$ cat config.mk
export PLATFORM = sky130hd
export DESIGN_NAME = player_input_sched
export DESIGN_NICKNAME = d
export VERILOG_FILES = /design/src/rtl/player_input_sched.sv
export SDC_FILE = /design/constraint.sdc
export NUM_CORES = 1
export LEC_CHECK = 0
export ABC_AREA = 1
export CAP_MARGIN = 20
export CORE_ASPECT_RATIO = 0.9
export CORE_MARGIN = 10
export CORE_UTILIZATION = 35
export DETAILED_ROUTE_END_ITERATION = 10
export PLACE_DENSITY = 0.63
export SLEW_MARGIN = 20
export SYNTH_ARGS = -nofsm -noshare
export SYNTH_HDL_FRONTEND = slang
export SYNTH_SLANG_ARGS = --single-unit
$ cat constraint.sdc
create_clock -name Clk -period 3.9 [get_ports Clk]
set_input_delay 1.17 -clock Clk [delete_from_list [all_inputs] [get_ports Clk]]
set_output_delay 1.17 -clock Clk [all_outputs]
set_load 0.05 [all_outputs]
$ cat src/rtl/player_input_sched.sv
// Per-player keyboard scheduler: samples each player's key once per frame and
// applies lane/speed actions with press, hold-delay and auto-repeat behaviour.
module player_input_sched #(
    parameter int NUM_LANES    = 2,
    parameter int REPEAT_DELAY = 20,
    parameter int REPEAT_RATE  = 6
) (
    input  logic       Clk,
    input  logic       Reset,
    input  logic       frame_clk,
    input  logic       game_active,
    input  logic [7:0] player1_key,
    input  logic [7:0] player2_key,
    output logic [1:0] p1_lane,
    output logic [1:0] p2_lane,
    output logic [2:0] p1_speed,
    output logic [2:0] p2_speed,
    output logic       p1_move,
    output logic       p2_move
);

    localparam logic [1:0] ST_IDLE   = 2'd0;
    localparam logic [1:0] ST_HELD   = 2'd1;
    localparam logic [1:0] ST_REPEAT = 2'd2;

    localparam logic [2:0] ACT_NONE  = 3'd0;
    localparam logic [2:0] ACT_LEFT  = 3'd1;
    localparam logic [2:0] ACT_RIGHT = 3'd2;
    localparam logic [2:0] ACT_UP    = 3'd3;
    localparam logic [2:0] ACT_DOWN  = 3'd4;

    localparam logic [1:0] LANE_MAX   = 2'(NUM_LANES - 1);
    localparam logic [7:0] DELAY_LOAD = 8'(REPEAT_DELAY - 1);
    localparam logic [7:0] RATE_LOAD  = 8'(REPEAT_RATE - 1);

    // Resetting to 1 suppresses a spurious tick when frame_clk is already high.
    logic frame_clk_d_q;
    logic frame_tick;

    always_ff @(posedge Clk or posedge Reset) begin
        if (Reset) begin
            frame_clk_d_q <= 1'b1;
        end else begin
            frame_clk_d_q <= frame_clk;
        end
    end

    assign frame_tick = frame_clk & ~frame_clk_d_q;

    logic [15:0] keys_w;
    logic [3:0]  lane_w;
    logic [5:0]  speed_w;
    logic [1:0]  move_w;

    assign keys_w = {player2_key, player1_key};

    generate
        for (genvar gi = 0; gi < 2; gi++) begin : g_player
            localparam logic [7:0] K_LEFT  = (gi == 0) ? 8'h04 : 8'h5C;
            localparam logic [7:0] K_RIGHT = (gi == 0) ? 8'h07 : 8'h5E;
            localparam logic [7:0] K_UP    = (gi == 0) ? 8'h1A : 8'h60;
            localparam logic [7:0] K_DOWN  = (gi == 0) ? 8'h16 : 8'h5D;

            logic [7:0] key;
            logic [2:0] act;
            logic       apply;

            logic [1:0] state_q, state_d;
            logic [7:0] cnt_q, cnt_d;
            logic [7:0] last_key_q, last_key_d;
            logic [1:0] lane_q, lane_d;
            logic [2:0] speed_q, speed_d;
            logic       move_q, move_d;

            assign key = keys_w[gi*8 +: 8];

            always_comb begin
                act = ACT_NONE;
                if (key == K_LEFT)       act = ACT_LEFT;
                else if (key == K_RIGHT) act = ACT_RIGHT;
                else if (key == K_UP)    act = ACT_UP;
                else if (key == K_DOWN)  act = ACT_DOWN;
            end

            always_comb begin
                state_d    = state_q;
                cnt_d      = cnt_q;
                last_key_d = last_key_q;
                lane_d     = lane_q;
                speed_d    = speed_q;
                apply      = 1'b0;

                if (!game_active) begin
                    state_d = ST_IDLE;
                    cnt_d   = 8'd0;
                end else if (frame_tick) begin
                    if (act == ACT_NONE) begin
                        state_d = ST_IDLE;
                    end else if (state_q == ST_IDLE || key != last_key_q) begin
                        // A new or different key restarts the hold delay.
                        apply      = 1'b1;
                        last_key_d = key;
                        cnt_d      = DELAY_LOAD;
                        state_d    = ST_HELD;
                    end else if (cnt_q != 8'd0) begin
                        cnt_d = cnt_q - 8'd1;
                    end else begin
                        apply   = 1'b1;
                        cnt_d   = RATE_LOAD;
                        state_d = ST_REPEAT;
                    end
                end

                if (apply) begin
                    case (act)
                        ACT_LEFT:  if (lane_q != 2'd0)    lane_d  = lane_q - 2'd1;
                        ACT_RIGHT: if (lane_q < LANE_MAX) lane_d  = lane_q + 2'd1;
                        ACT_UP:    if (speed_q != 3'd7)   speed_d = speed_q + 3'd1;
                        ACT_DOWN:  if (speed_q != 3'd0)   speed_d = speed_q - 3'd1;
                        default:   ;
                    endcase
                end

                move_d = (lane_d != lane_q);
            end

            always_ff @(posedge Clk or posedge Reset) begin
                if (Reset) begin
                    state_q    <= ST_IDLE;
                    cnt_q      <= 8'd0;
                    last_key_q <= 8'h00;
                    lane_q     <= 2'd0;
                    speed_q    <= 3'd0;
                    move_q     <= 1'b0;
                end else begin
                    state_q    <= state_d;
                    cnt_q      <= cnt_d;
                    last_key_q <= last_key_d;
                    lane_q     <= lane_d;
                    speed_q    <= speed_d;
                    move_q     <= move_d;
                end
            end

            assign lane_w[gi*2 +: 2]  = lane_q;
            assign speed_w[gi*3 +: 3] = speed_q;
            assign move_w[gi]         = move_q;
        end
    endgenerate

    assign p1_lane  = lane_w[1:0];
    assign p2_lane  = lane_w[3:2];
    assign p1_speed = speed_w[2:0];
    assign p2_speed = speed_w[5:3];
    assign p1_move  = move_w[0];
    assign p2_move  = move_w[1];

endmodule

Word level (Yosys, flattened, before mapping)
Index checks and enable logic that the tools add are counted.
Storage, ports and cells
  bits in registers: 49
  bits of input ports: 20
  output and inout port bits: 12
  word-level logic and storage cells: 134
Cells by class
  add/sub/neg operators: 10
  $lt $le $gt $ge: 2
  eq/ne operators: 31
  muxes and demuxes: 52
  bitwise logic cells: 4
  reductions and logical operators: 22
Operators by type and width (count)
  8-bit two-way mux: 10
  3-bit two-way mux: 12
  8-bit by 7-bit equality test with 1-bit output, second input constant: 4
  2-bit two-way mux: 16
  8-bit by 3-bit equality test with 1-bit output, second input constant: 2
  8-bit by 5-bit equality test with 1-bit output, second input constant: 2
  8-bit != test: 2
  4-bit AND reduction: 4
  8-bit nonzero test: 2
  8-bit by 1-bit subtractor with 8-bit output, second input constant: 2
  3-bit by 2-bit equality test with 1-bit output, second input constant: 4
  2-bit != test, second input constant: 6
  3-bit one-hot mux with 2 select lines: 2
  1-bit two-way mux: 10
  4-bit != test, second input constant: 2
  2-bit one-hot mux with 2 select lines: 2
  2-bit AND reduction: 4
  2-bit nonzero test: 4
  3-bit by 1-bit adder with 3-bit output, second input constant: 2
  3-bit by 1-bit equality test with 1-bit output, second input constant: 2
  3-bit equality test, second input constant: 2
  3-bit zero test: 2
  3-bit != test, second input constant: 2
  3-bit nonzero test: 2
  other kinds (10): 19

Longest topological paths before layout
Gate-level depths: netlist (run 1).
  depth in word-level cells: 11
  gate-level depth with buffers: 13
  depth with buffers taken out: 13

Worst setup path after synthesis (run 1)
No wires, ideal clock.
  kind: input to register
  from: in player2_key[7]
  to: reg g_player[1].speed_q[2] (netlist: p2_speed[2])
  setup time: 0.120 ns
  data arrival time: 2.369 ns
  required time: 3.780 ns
  slack: 1.412 ns
  stages: 9
  path buffers: 0
  cells stage by stage: inv_1 > nand2_1 > nor2_2 > nand4_1 > fa_1 > xor2_1 > nand3_1 > nand2_1 > nand2_1
On the way
  cells in the longest elaborated chain, start to end: 10
  elaborated cells between the ends (all ways): 22
Ends and longest elaborated chain
  start: declaration: line 13  | input logic [7:0] player2_key,
  8-bit by 7-bit equality test with 1-bit output: line 82  | else if (key == K_DOWN) act = ACT_DOWN;
  3-bit two-way mux: line 82
  3-bit two-way mux: line 81  | else if (key == K_UP) act = ACT_UP;
  3-bit two-way mux: line 80  | else if (key == K_RIGHT) act = ACT_RIGHT;
  3-bit two-way mux: line 79  | if (key == K_LEFT) act = ACT_LEFT;
  3-bit zero test: line 97  | if (act == ACT_NONE) begin
  1-bit two-way mux: line 97
  1-bit two-way mux: line 96  | end else if (frame_tick) begin
  1-bit two-way mux: line 93  | if (!game_active) begin
  4-bit AND reduction (no source line)
  end signal: assignment: line 140  | speed_q <= speed_d;
  end: declaration: line 72  | logic [2:0] speed_q, speed_d;
Parallel ways exist; a longest one is shown, timed or not.
A chain may end at the register's enable or synchronous reset.

Worst setup path in the final report (run 1)
  from: reg g_player[1].lane_q[1] (netlist: p2_lane[1])
  to: out p2_lane[1]
RTL lines
  start: declaration: line 71  | logic [1:0] lane_q, lane_d;
  start signal: assignment: line 139  | lane_q <= lane_d;
  end: declaration: line 15  | output logic [1:0] p2_lane,
No word-level cell between the ends.

==> results of run 1 <==
==> metrics by stage <==
stage	cell area, µm²	utilization (%)
final	3810	41.9
after global routing	3810	41.9
after CTS	3810	41.9
after detailed placement	3690	40.6
after global placement	3690	40.6
after floorplan	3240	-
==> flip-flops by register name, summed over array words and instances (netlist names) <==
signal	count
p2_speed	3
p1_lane	2
p2_move	1
frame_clk_d_q	1
p1_speed	3
g_player.cnt_q	16
p1_move	1
g_player.state_q	4
g_player.last_key_q	16
p2_lane	2
==> placed cells by master (no fill, tap or decap), types with 5 or more instances in the layout <==
cell type,netlist,final
o21ai_1,5,5
nor3_1,6,6
clkbuf_8,0,6
inv_1,73,72
dfrtp_1,48,48
clkdlybuf4s50_1,0,31
nand2_2,6,6
o22ai_1,5,5
a21oi_1,7,7
nor2_1,34,34
o21ai_2,7,7
nand3_2,5,5
o21ai_0,21,21
nand3_1,19,19
nor2_2,5,5
nor2_4,6,6
ha_1,11,11
nand2_1,115,115
inv_2,6,7
nand4_1,6,6
xor2_1,8,8
==> cell type report <==
cell class	instances	area [µm²]	share of cell area, %
clock buffers	6	82.6	2.17
clock inverters	2	37.5	0.985
inverters	79	297	7.78
multi-input cells	297	1700	44.5
flip-flops and latches	49	1230	32.2
well taps	122	153	4.01
repair buffers	32	318	8.34
==> worst paths after layout <==
kind	from	endpoint	slack (ns)	cells past startpoint
hold reg to reg	g_player[0].state_q[0]	g_player[0].state_q[0]	0.48	2
min in group asynchronous	Reset	p2_speed[1]	1.19	2
setup / recovery	p2_lane[1]	p2_lane[1]	1.10	1
hold / removal	g_player[0].state_q[0]	g_player[0].state_q[0]	0.48	2
setup reg to reg	g_player[1].cnt_q[0]	p2_speed[0]	2.06	10
max in group asynchronous	Reset	p1_lane[1]	1.97	3
==> per-layer routing <==
layer / global-route usage [%] / routed length, µm / part of all wire (%)
met1: 14.1 / 3410 / 51
met2: 16.3 / 3050 / 45
met4: 2.86 / 81 / 1.2
met5: 0 / 0 / 0
met3: 2.29 / 187 / 2.8
==> kinds of logic (layout without fill, tap and decap cells) <==
group / Yosys count / in the layout / synth area share [%]
AO/OA/AOI/OAI: 56 / 56 / 10.5
XOR/XNOR: 12 / 12 / 3.48
adder cells (fa/ha/maj): 13 / 13 / 5.49
buffers and inverters: 81 / 119 / 9.67
flip-flops: 49 / 49 / 37.9
AND/OR/NAND/NOR: 216 / 216 / 32.9
==> tightest hold or removal path, cell delays in order (launching register included) <==
cell and delay, ns:
dfrtp_1 0.35, nand2_1 0.06, nand2_1 0.05
==> power groups by stage <==
stage / Clock [W] / Sequential (W) / Combinational [W]
2_1_floorplan: 0 / 0.000546 / 0.0000975
3_3_place_gp: 0 / 0.000547 / 0.000143
3_5_place_dp: 0 / 0.000548 / 0.000146
4_1_cts: 0.000407 / 0.000538 / 0.000146
5_1_grt: 0.000424 / 0.000541 / 0.000164
6_report: 0.000388 / 0.000538 / 0.000144
==> flow_metrics.py, run 1 <==
metrics = {
    "outcome": {
        "outcome": "finished clean",
    },
    "timing": {
        "fin_crit_sh_pct": 71.9,
        "period_minus_slack_ns": 2.80,
        "finalSetupViolCount": 0,
        "fin_skew_ns": 0.00975,
        "maxSlewHeadroom_pct": 58.9,
        "final-max-slew-violation-count": 0,
        "max_freq_ghz": 0.357,
        "worst_pin_slew_ns": 0.614,
        "holdWs_ns": 0.485,
        "grt_setup_unrepaired": "false",
        "tns_ns": 0,
        "finalHoldViolations": 0,
        "fin_ws_ns": 1.10,
    },
    "critical_path": {
        "critPathLaunchType": "flop",
        "arrival_ns": 1.63,
        "critPathRequiredTime_ns": 2.73,
        "critPathKind": "reg -> out",
        "crit_path_cell_trace": "clkdlybuf4s50_1",
        "cp_top_family": "buffers and inverters",
        "cp_max_fo": 7,
        "crit_slowest_cell": "clkdlybuf4s50_1",
        "end_kind": "output port",
        "max_stage_delay_ns": 0.85,
        "crit_buf_inv": 1,
    },
    "global_route": {
        "antenna_found_initial": 0,
        "globalRouteOverflowTotal": 0,
        "grt_max_degree": 29,
        "grt_pass1_wl_um": 12000,
        "grt_pass1_vias": 2656,
        "grtUsageTotal_pct": 10.4,
    },
    "power": {
        "p_sw_w": 0.000279,
        "peakVddDrop_v": 0.000118,
        "swShare_pct": 26.1,
        "p_seq_share_pct": 50.3,
        "p_total_w": 0.00107,
        "clkPwrFrac_pct": 36.2,
        "power.internal_w": 0.000791,
        "p_leak_nw": 1.90,
        "power_frac_comb_pct": 13.5,
        "p_per_area_nw_per_um2": 281,
    },
    "synthesis": {
        "avgSynthCellArea_um2": 7.58,
        "yosys.area.top_type": "dfrtp_1",
        "synth_fp_nets": 460,
        "syn_inst": 427,
        "ys_types": 45,
        "synthesis.area_um2": 3240,
        "async_reset_ff_share_pct": 100,
        "yosys-top-cells-count": "nand2_1 (115), inv_1 (73), dfrtp_1 (48)",
        "ys_ff_latch": 49,
        "synth_most_common_cell": "nand2_1",
        "synth_area_leaders": "dfrtp_1 (37%), nand2_1 (13%), inv_1 (8.5%)",
        "ys.warnings.count": 0,
        "yosysSeqAreaShare_pct": 37.9,
        "synth_edf_count": 0,
        "synth_top_area_share_pct": 37.1,
        "ys.flop_type": "dfrtp_1",
    },
    "routing": {
        "first_pass_iters": 4,
        "antenna_left": 0,
        "viasPerCell": 4.57,
        "drt_iter0_drc": 120,
        "drt_wl_total_um": 6740,
        "wl_per_cell_um": 11.5,
        "dr_total_vias": 2684,
        "drc": 0,
    },
    "floorplan": {
        "initial_utilization_pct": 35.6,
        "io_pins": 32,
        "row_count": 33,
        "core_area_um2": 9080,
        "dieHeight_um": 111,
        "fp.dieArea_um2": 13500,
        "die_w_um": 121,
    },
    "placement": {
        "place_hpwl_um": 5330,
        "io_buffers": 31,
        "globalplace.congestion": 0.850,
        "placed_cells": 579,
        "pre_cts_slack_ns": 0.772,
    },
    "clock_network": {
        "cts_tree": "built",
        "worst_setup_hold_path_clk_slew_ns": 0.10,
        "postCtsSetupRepairBufs": 0,
        "cts-buffers-inserted": 5,
        "clkSinkCount": 49,
        "cts_resized": 0,
        "ctsHoldBuffers": 0,
        "cts_buffer_depth": 2,
        "htreeDepth": 2,
        "worstSkewPairLatency_ns": 0.31,
        "clockRootBuffer": "clkbuf_8",
    },
    "hold_path": {
        "hold_path.class": "reg -> reg",
    },
    "finish": {
        "fin_nets": 497,
        "drive_gt1_share_pct": 12.5,
        "syn_to_final_growth_pct": 17.7,
        "fill_cells": 952,
        "layout.cells.non_filler": 587,
        "diodes": 0,
    },
    "run": {
        "maxCapViolations": 0,
    },
}
Power figures use the tool's default switching activity.
==> inputs of run 2 (changes only) <==
--- a/config.mk
+++ b/config.mk
@@ -11,7 +11,7 @@
 export CORE_MARGIN = 10
 export CORE_UTILIZATION = 35
 export DETAILED_ROUTE_END_ITERATION = 10
-export PLACE_DENSITY = 0.63
+export PLACE_DENSITY = 0.65
 export SLEW_MARGIN = 20
 export SYNTH_ARGS = -nofsm -noshare
 export SYNTH_HDL_FRONTEND = slang
==> constraint.sdc (replaced) <==
create_clock -name Clk -period 2.35 [get_ports Clk]
set_input_delay 0.705 -clock Clk [delete_from_list [all_inputs] [get_ports Clk]]
set_output_delay 0.705 -clock Clk [all_outputs]
set_load 0.05 [all_outputs]
==> run 2 against run 1 <==
Net effect: final area up 9.2%; register-to-register slack worse by 1.5 ns; routed wire length rose by 5.1%; final cell count increased by 8.0%; critical path depth stayed put; non-clock buffer count up 46; power increased by 58%; clock power rose by 34%; setup slack lost 1.0 ns; sequential share of layout area shrank 2.7 points; flip-flop and latch count unchanged; core utilization is 3.9 points higher.
==> flow_metrics.py, run 2 (synthesis gave the netlist of run 1 again) <==
metrics = {
    "outcome": {
        "outcome": "finished clean",
    },
    "critical_path": {
        "end_kind": "output port",
        "arrival_ns": 1.58,
        "critPathKind": "reg -> out",
        "cp_top_family": "buffers and inverters",
        "cp_max_fo": 5,
        "crit_slowest_cell": "clkdlybuf4s50_1",
        "critPathLaunchType": "flop",
        "crit_buf_inv": 1,
        "crit_path_cell_trace": "clkdlybuf4s50_1",
        "max_stage_delay_ns": 0.84,
        "critPathRequiredTime_ns": 1.64,
    },
    "finish": {
        "reg_top3": "g_player.cnt_q (16), g_player.last_key_q (16), g_player.state_q (4)",
        "drive_gt1_share_pct": 21.9,
        "layout_common_cells": "nand2_1 (113), inv_1 (72), dfrtp_1 (48), buf_4 (48), nor2_1 (33)",
        "final_common_cell": "nand2_1",
        "syn_to_final_growth_pct": 28.6,
        "diodes": 0,
        "fin_nets": 544,
    },
    "routing": {
        "wl_met1_um": 3460,
        "wl_met3_um": 246,
        "viasPerCell": 4.52,
        "wl_per_cell_um": 11.2,
        "first_pass_iters": 4,
        "antenna_left": 0,
        "highest_layer": "met4",
        "drc": 0,
        "drt_iter0_drc": 157,
        "dr_total_vias": 2863,
        "drt_wl_total_um": 7080,
        "met2_length_um": 3250,
    },
    "power": {
        "peakVddDrop_v": 0.000251,
        "p_per_area_nw_per_um2": 406,
        "p_leak_nw": 2.13,
    },
    "timing": {
        "max_freq_ghz": 0.437,
        "finalHoldViolations": 0,
        "final-max-slew-violation-count": 0,
        "fin_crit_sh_pct": 97.3,
        "finalSetupViolCount": 0,
        "grt_setup_unrepaired": "true",
        "worst_pin_slew_ns": 0.510,
        "fin_skew_ns": 0.00583,
        "holdWs_ns": 0.484,
        "maxSlewHeadroom_pct": 65.9,
        "fin_ws_ns": 0.0631,
        "period_minus_slack_ns": 2.29,
    },
    "floorplan": {
        "io_pins": 32,
        "fp.dieArea_um2": 13500,
        "die_w_um": 121,
        "dieHeight_um": 111,
        "core_area_um2": 9080,
        "initial_utilization_pct": 35.6,
        "row_count": 33,
    },
    "clock_network": {
        "clockRootBuffer": "clkbuf_8",
        "worstSkewPairLatency_ns": 0.30,
        "cts-buffers-inserted": 5,
        "worst_setup_hold_path_clk_slew_ns": 0.10,
        "htreeDepth": 2,
        "clkSinkCount": 49,
        "cts_tree": "built",
        "cts_buffer_depth": 2,
    },
    "global_route": {
        "grtUsageTotal_pct": 10.8,
        "grt_max_degree": 33,
        "grt_pass1_wl_um": 12400,
        "antenna_found_initial": 0,
        "globalRouteOverflowTotal": 0,
        "grt_pass1_vias": 2797,
    },
    "placement": {
        "pre_cts_slack_ns": -0.239,
        "io_buffers": 31,
        "globalplace.congestion": 0.830,
        "place_hpwl_um": 5660,
    },
    "run": {
        "maxCapViolations": 0,
    },
    "hold_path": {
        "hold_path.class": "reg -> reg",
    },
}
run 2: cell types whose count changed in the layout (fill, tap and decap cells not counted), sizes merged:
| cell | change |
|---|---|
| buf | +48 |
| bufinv | -1 |
| clkbuf | -1 |
| clkdlybuf4s50 | -3 |
| clkinv | +1 |
| dlymetal6s2s | +1 |
| inv | +1 |
| nor2 | +1 |
run 2: power by group:
part	leakage (nW)	total, W	internal [W]	switching [W]
Sequential	0.621	0.000892	0.000873	0.0000188
Clock	0.0445	0.000519	0.000212	0.000307
Combinational	1.46	0.000277	0.000121	0.000156
Total	2.13	0.00169	0.00121	0.000482
run 2: final timing paths:
check                                             from                        end  slack, ns  cells past startpoint
worst max register to register    g_player[0].cnt_q[0]                p1_speed[0]       0.55                      8
min in group asynchronous                        Reset  g_player[1].last_key_q[6]       0.70                      2
worst min-delay path            g_player[0].state_q[0]     g_player[0].state_q[0]       0.48                      2
worst max-delay path                       p1_speed[2]                p1_speed[2]       0.06                      1
max in group asynchronous                        Reset                 p1_lane[0]       1.14                      3
worst min register to register  g_player[0].state_q[0]     g_player[0].state_q[0]       0.48                      2
run 2: cell type report:
class | count | area, µm²
fill | 933 | 4920
multi-input combinational | 298 | 1720
sequential | 49 | 1230
timing repair buffer | 78 | 673
inverter | 79 | 297
tap | 122 | 153
clock buffer | 5 | 68.8
clock inverter | 3 | 21.3
run 2: what timing repair did:
action,CTS,global route
endpoints found under the hold margin,0,0
hold buffers,0,0
setup endpoints to repair,0,11
resized for setup,0,7
setup buffers,0,0
run 2: per-layer routing:
layer	vias up	GRT usage [%]
met2	34	17.2
met3	9	2.29
met4	0	3.81
li1	1514	-
met1	1306	14.0
met5	-	0
run 2: worst min-delay path, stage by stage (launching register included):
cell and delay (ns):
dfrtp_1 0.35, nand2_1 0.06, nand2_1 0.05
run 2: metrics by stage:
step | cells | instance area, µm² | util [%] | TNS (ns) | power [W]
after floorplan | 427 | 3240 | - | 0 | 0.00107
final | 634 | 4160 | 45.8 | 0 | 0.00169
after CTS | 633 | 4130 | 45.5 | 0 | 0.00171
after global placement | 625 | 4040 | 44.5 | -4.75 | 0.00118
after global routing | 634 | 4160 | 45.8 | -0.0263 | 0.00178
after detailed placement | 625 | 4040 | 44.5 | -5.76 | 0.00119
==> inputs of run 3 (changes only) <==
--- a/config.mk
+++ b/config.mk
@@ -7,7 +7,6 @@
 export LEC_CHECK = 0
 export ABC_AREA = 1
 export CAP_MARGIN = 20
-export CORE_ASPECT_RATIO = 0.9
 export CORE_MARGIN = 10
 export CORE_UTILIZATION = 35
 export DETAILED_ROUTE_END_ITERATION = 10
==> run 3 against run 2 <==
Net effect: final area stayed put; worst hold slack got worse by 0.0014 ns; clock power increased by 4%; fmax up 0.24%; critical path type unchanged; critical endpoint is now p2_speed[2]; die area about the same; setup slack better by 0.0056 ns; register-to-register slack about the same; routed wire length fell by 1.7%.
==> flow_metrics.py, run 3 (synthesis gave the netlist of run 1 again) <==
metrics = {
    "floorplan": {
        "fp.dieArea_um2": 13500,
        "core_area_um2": 9110,
        "die_w_um": 116,
        "dieHeight_um": 116,
        "row_count": 35,
        "io_pins": 32,
        "initial_utilization_pct": 35.5,
    },
    "global_route": {
        "antenna_found_initial": 0,
        "grt_pass1_wl_um": 12400,
        "grt_max_degree": 22,
        "globalRouteOverflowTotal": 0,
        "grt_pass1_vias": 2750,
        "grtUsageTotal_pct": 11.0,
    },
    "critical_path": {
        "cp_max_fo": 5,
        "max_stage_delay_ns": 0.83,
        "crit_path_cell_trace": "clkdlybuf4s50_1",
        "critPathLaunchType": "flop",
        "cp_top_family": "buffers and inverters",
        "end_kind": "output port",
        "crit_buf_inv": 1,
        "arrival_ns": 1.58,
        "crit_slowest_cell": "clkdlybuf4s50_1",
        "critPathRequiredTime_ns": 1.64,
        "critPathKind": "reg -> out",
    },
    "timing": {
        "period_minus_slack_ns": 2.28,
        "finalHoldViolations": 0,
        "fin_skew_ns": 0.0148,
        "max_freq_ghz": 0.438,
        "fin_crit_sh_pct": 97.1,
        "final-max-slew-violation-count": 0,
        "finalSetupViolCount": 0,
        "worst_pin_slew_ns": 0.505,
        "tns_ns": 0,
        "maxSlewHeadroom_pct": 66.2,
    },
    "routing": {
        "wl_per_cell_um": 11.2,
        "dr_total_vias": 2814,
        "viasPerCell": 4.52,
        "antenna_left": 0,
        "first_pass_iters": 7,
        "drc": 0,
        "drt_iter0_drc": 91,
        "drt_wl_total_um": 6960,
    },
    "clock_network": {
        "clockRootBuffer": "clkbuf_8",
        "worstSkewPairLatency_ns": 0.31,
        "worst_setup_hold_path_clk_slew_ns": 0.10,
        "clkSinkCount": 49,
        "cts-buffers-inserted": 5,
        "cts_buffer_depth": 2,
        "htreeDepth": 2,
        "cts_tree": "built",
    },
    "power": {
        "p_total_w": 0.00171,
        "peakVddDrop_v": 0.000214,
        "p_leak_nw": 2.12,
        "p_per_area_nw_per_um2": 411,
    },
    "finish": {
        "fill_cells": 905,
        "layout_common_cells": "nand2_1 (114), inv_1 (70), buf_4 (49)",
        "diodes": 0,
        "reg_top3": "g_player.cnt_q (16), g_player.last_key_q (16), g_player.state_q (4)",
        "fin_nets": 544,
        "final_common_cell": "nand2_1",
        "syn_to_final_growth_pct": 28.6,
        "drive_gt1_share_pct": 22.5,
    },
    "hold_path": {
        "hold_path.class": "reg -> reg",
    },
    "placement": {
        "place_hpwl_um": 5560,
        "io_buffers": 31,
        "globalplace.congestion": 0.878,
    },
    "outcome": {
        "outcome": "finished clean",
    },
    "run": {
        "maxCapViolations": 0,
    },
}
## run 3: cell types whose count changed in the layout (fill, tap and decap cells not counted), moves of 2 or more
cell	delta
inv_1	-2
inv_2	+2
nor2_2	-2
o21ai_1	-2
## run 3: path summary, 6_finish.rpt
check / startpoint / to / slack, ns / depth (start not counted)
min in group asynchronous: Reset / p2_speed[0] / 0.70 / 2
min: g_player[0].cnt_q[0] / g_player[0].cnt_q[0] / 0.48 / 1
min reg2reg: g_player[0].cnt_q[0] / g_player[0].cnt_q[0] / 0.48 / 1
max in group asynchronous: Reset / g_player[0].last_key_q[1] / 1.19 / 3
max: p2_speed[2] / p2_speed[2] / 0.07 / 1
max reg2reg: g_player[0].cnt_q[0] / p1_speed[0] / 0.54 / 8
## run 3: through the flow
stage	hold slack [ns]	cells	setup WS (ns)	area (µm²)	util [%]
2_1_floorplan	0.442	427	0.327	3240	-
3_3_place_gp	0.456	614	-0.232	4030	44.2
3_5_place_dp	0.469	614	-0.312	4030	44.2
4_1_cts	0.487	622	0.0344	4130	45.3
5_1_grt	0.518	623	-0.0261	4160	45.7
6_report	0.483	623	0.0687	4160	45.7
## run 3: power by group
group	internal [W]	leakage (nW)	total [W]	switching (W)
clock	0.000239	0.0512	0.000539	0.000299
combinational	0.000124	1.45	0.000278	0.000154
sequential	0.000873	0.621	0.000892	0.0000183
total	0.00124	2.12	0.00171	0.000472
## run 3: timing repair
item,CTS,global route
setup endpoints to repair,0,16
resized for setup,0,9
hold buffers,0,0
buffers inserted,0,1
## run 3: worst register-to-register path: cells and delay by family (launching register included)
kind	cells	cell delay, ns
xor+xnor	1	0.16
fa+ha+maj	1	0.21
buf+inv	1	0.08
flops	1	0.40
simple gates	5	0.87
## run 3: layout make-up
type	count	area, µm²	area share [%]
clock buffer	6	82.6	1.98
clock inverter	2	13.8	0.331
inverter	79	297	7.13
multi-input combinational	297	1720	41.4
sequential	49	1230	29.5
tap	111	139	3.34
timing repair buffer	79	678	16.3
## run 3: per-layer routing
layer	vias up	wire length, µm	GRT usage, %	share of wire, %
met5	-	0	0	0
met4	0	85	3.00	1.2
met3	6	150	2.11	2.2
met2	20	3370	18.4	48
met1	1285	3350	14.2	48
li1	1503	-	-	-
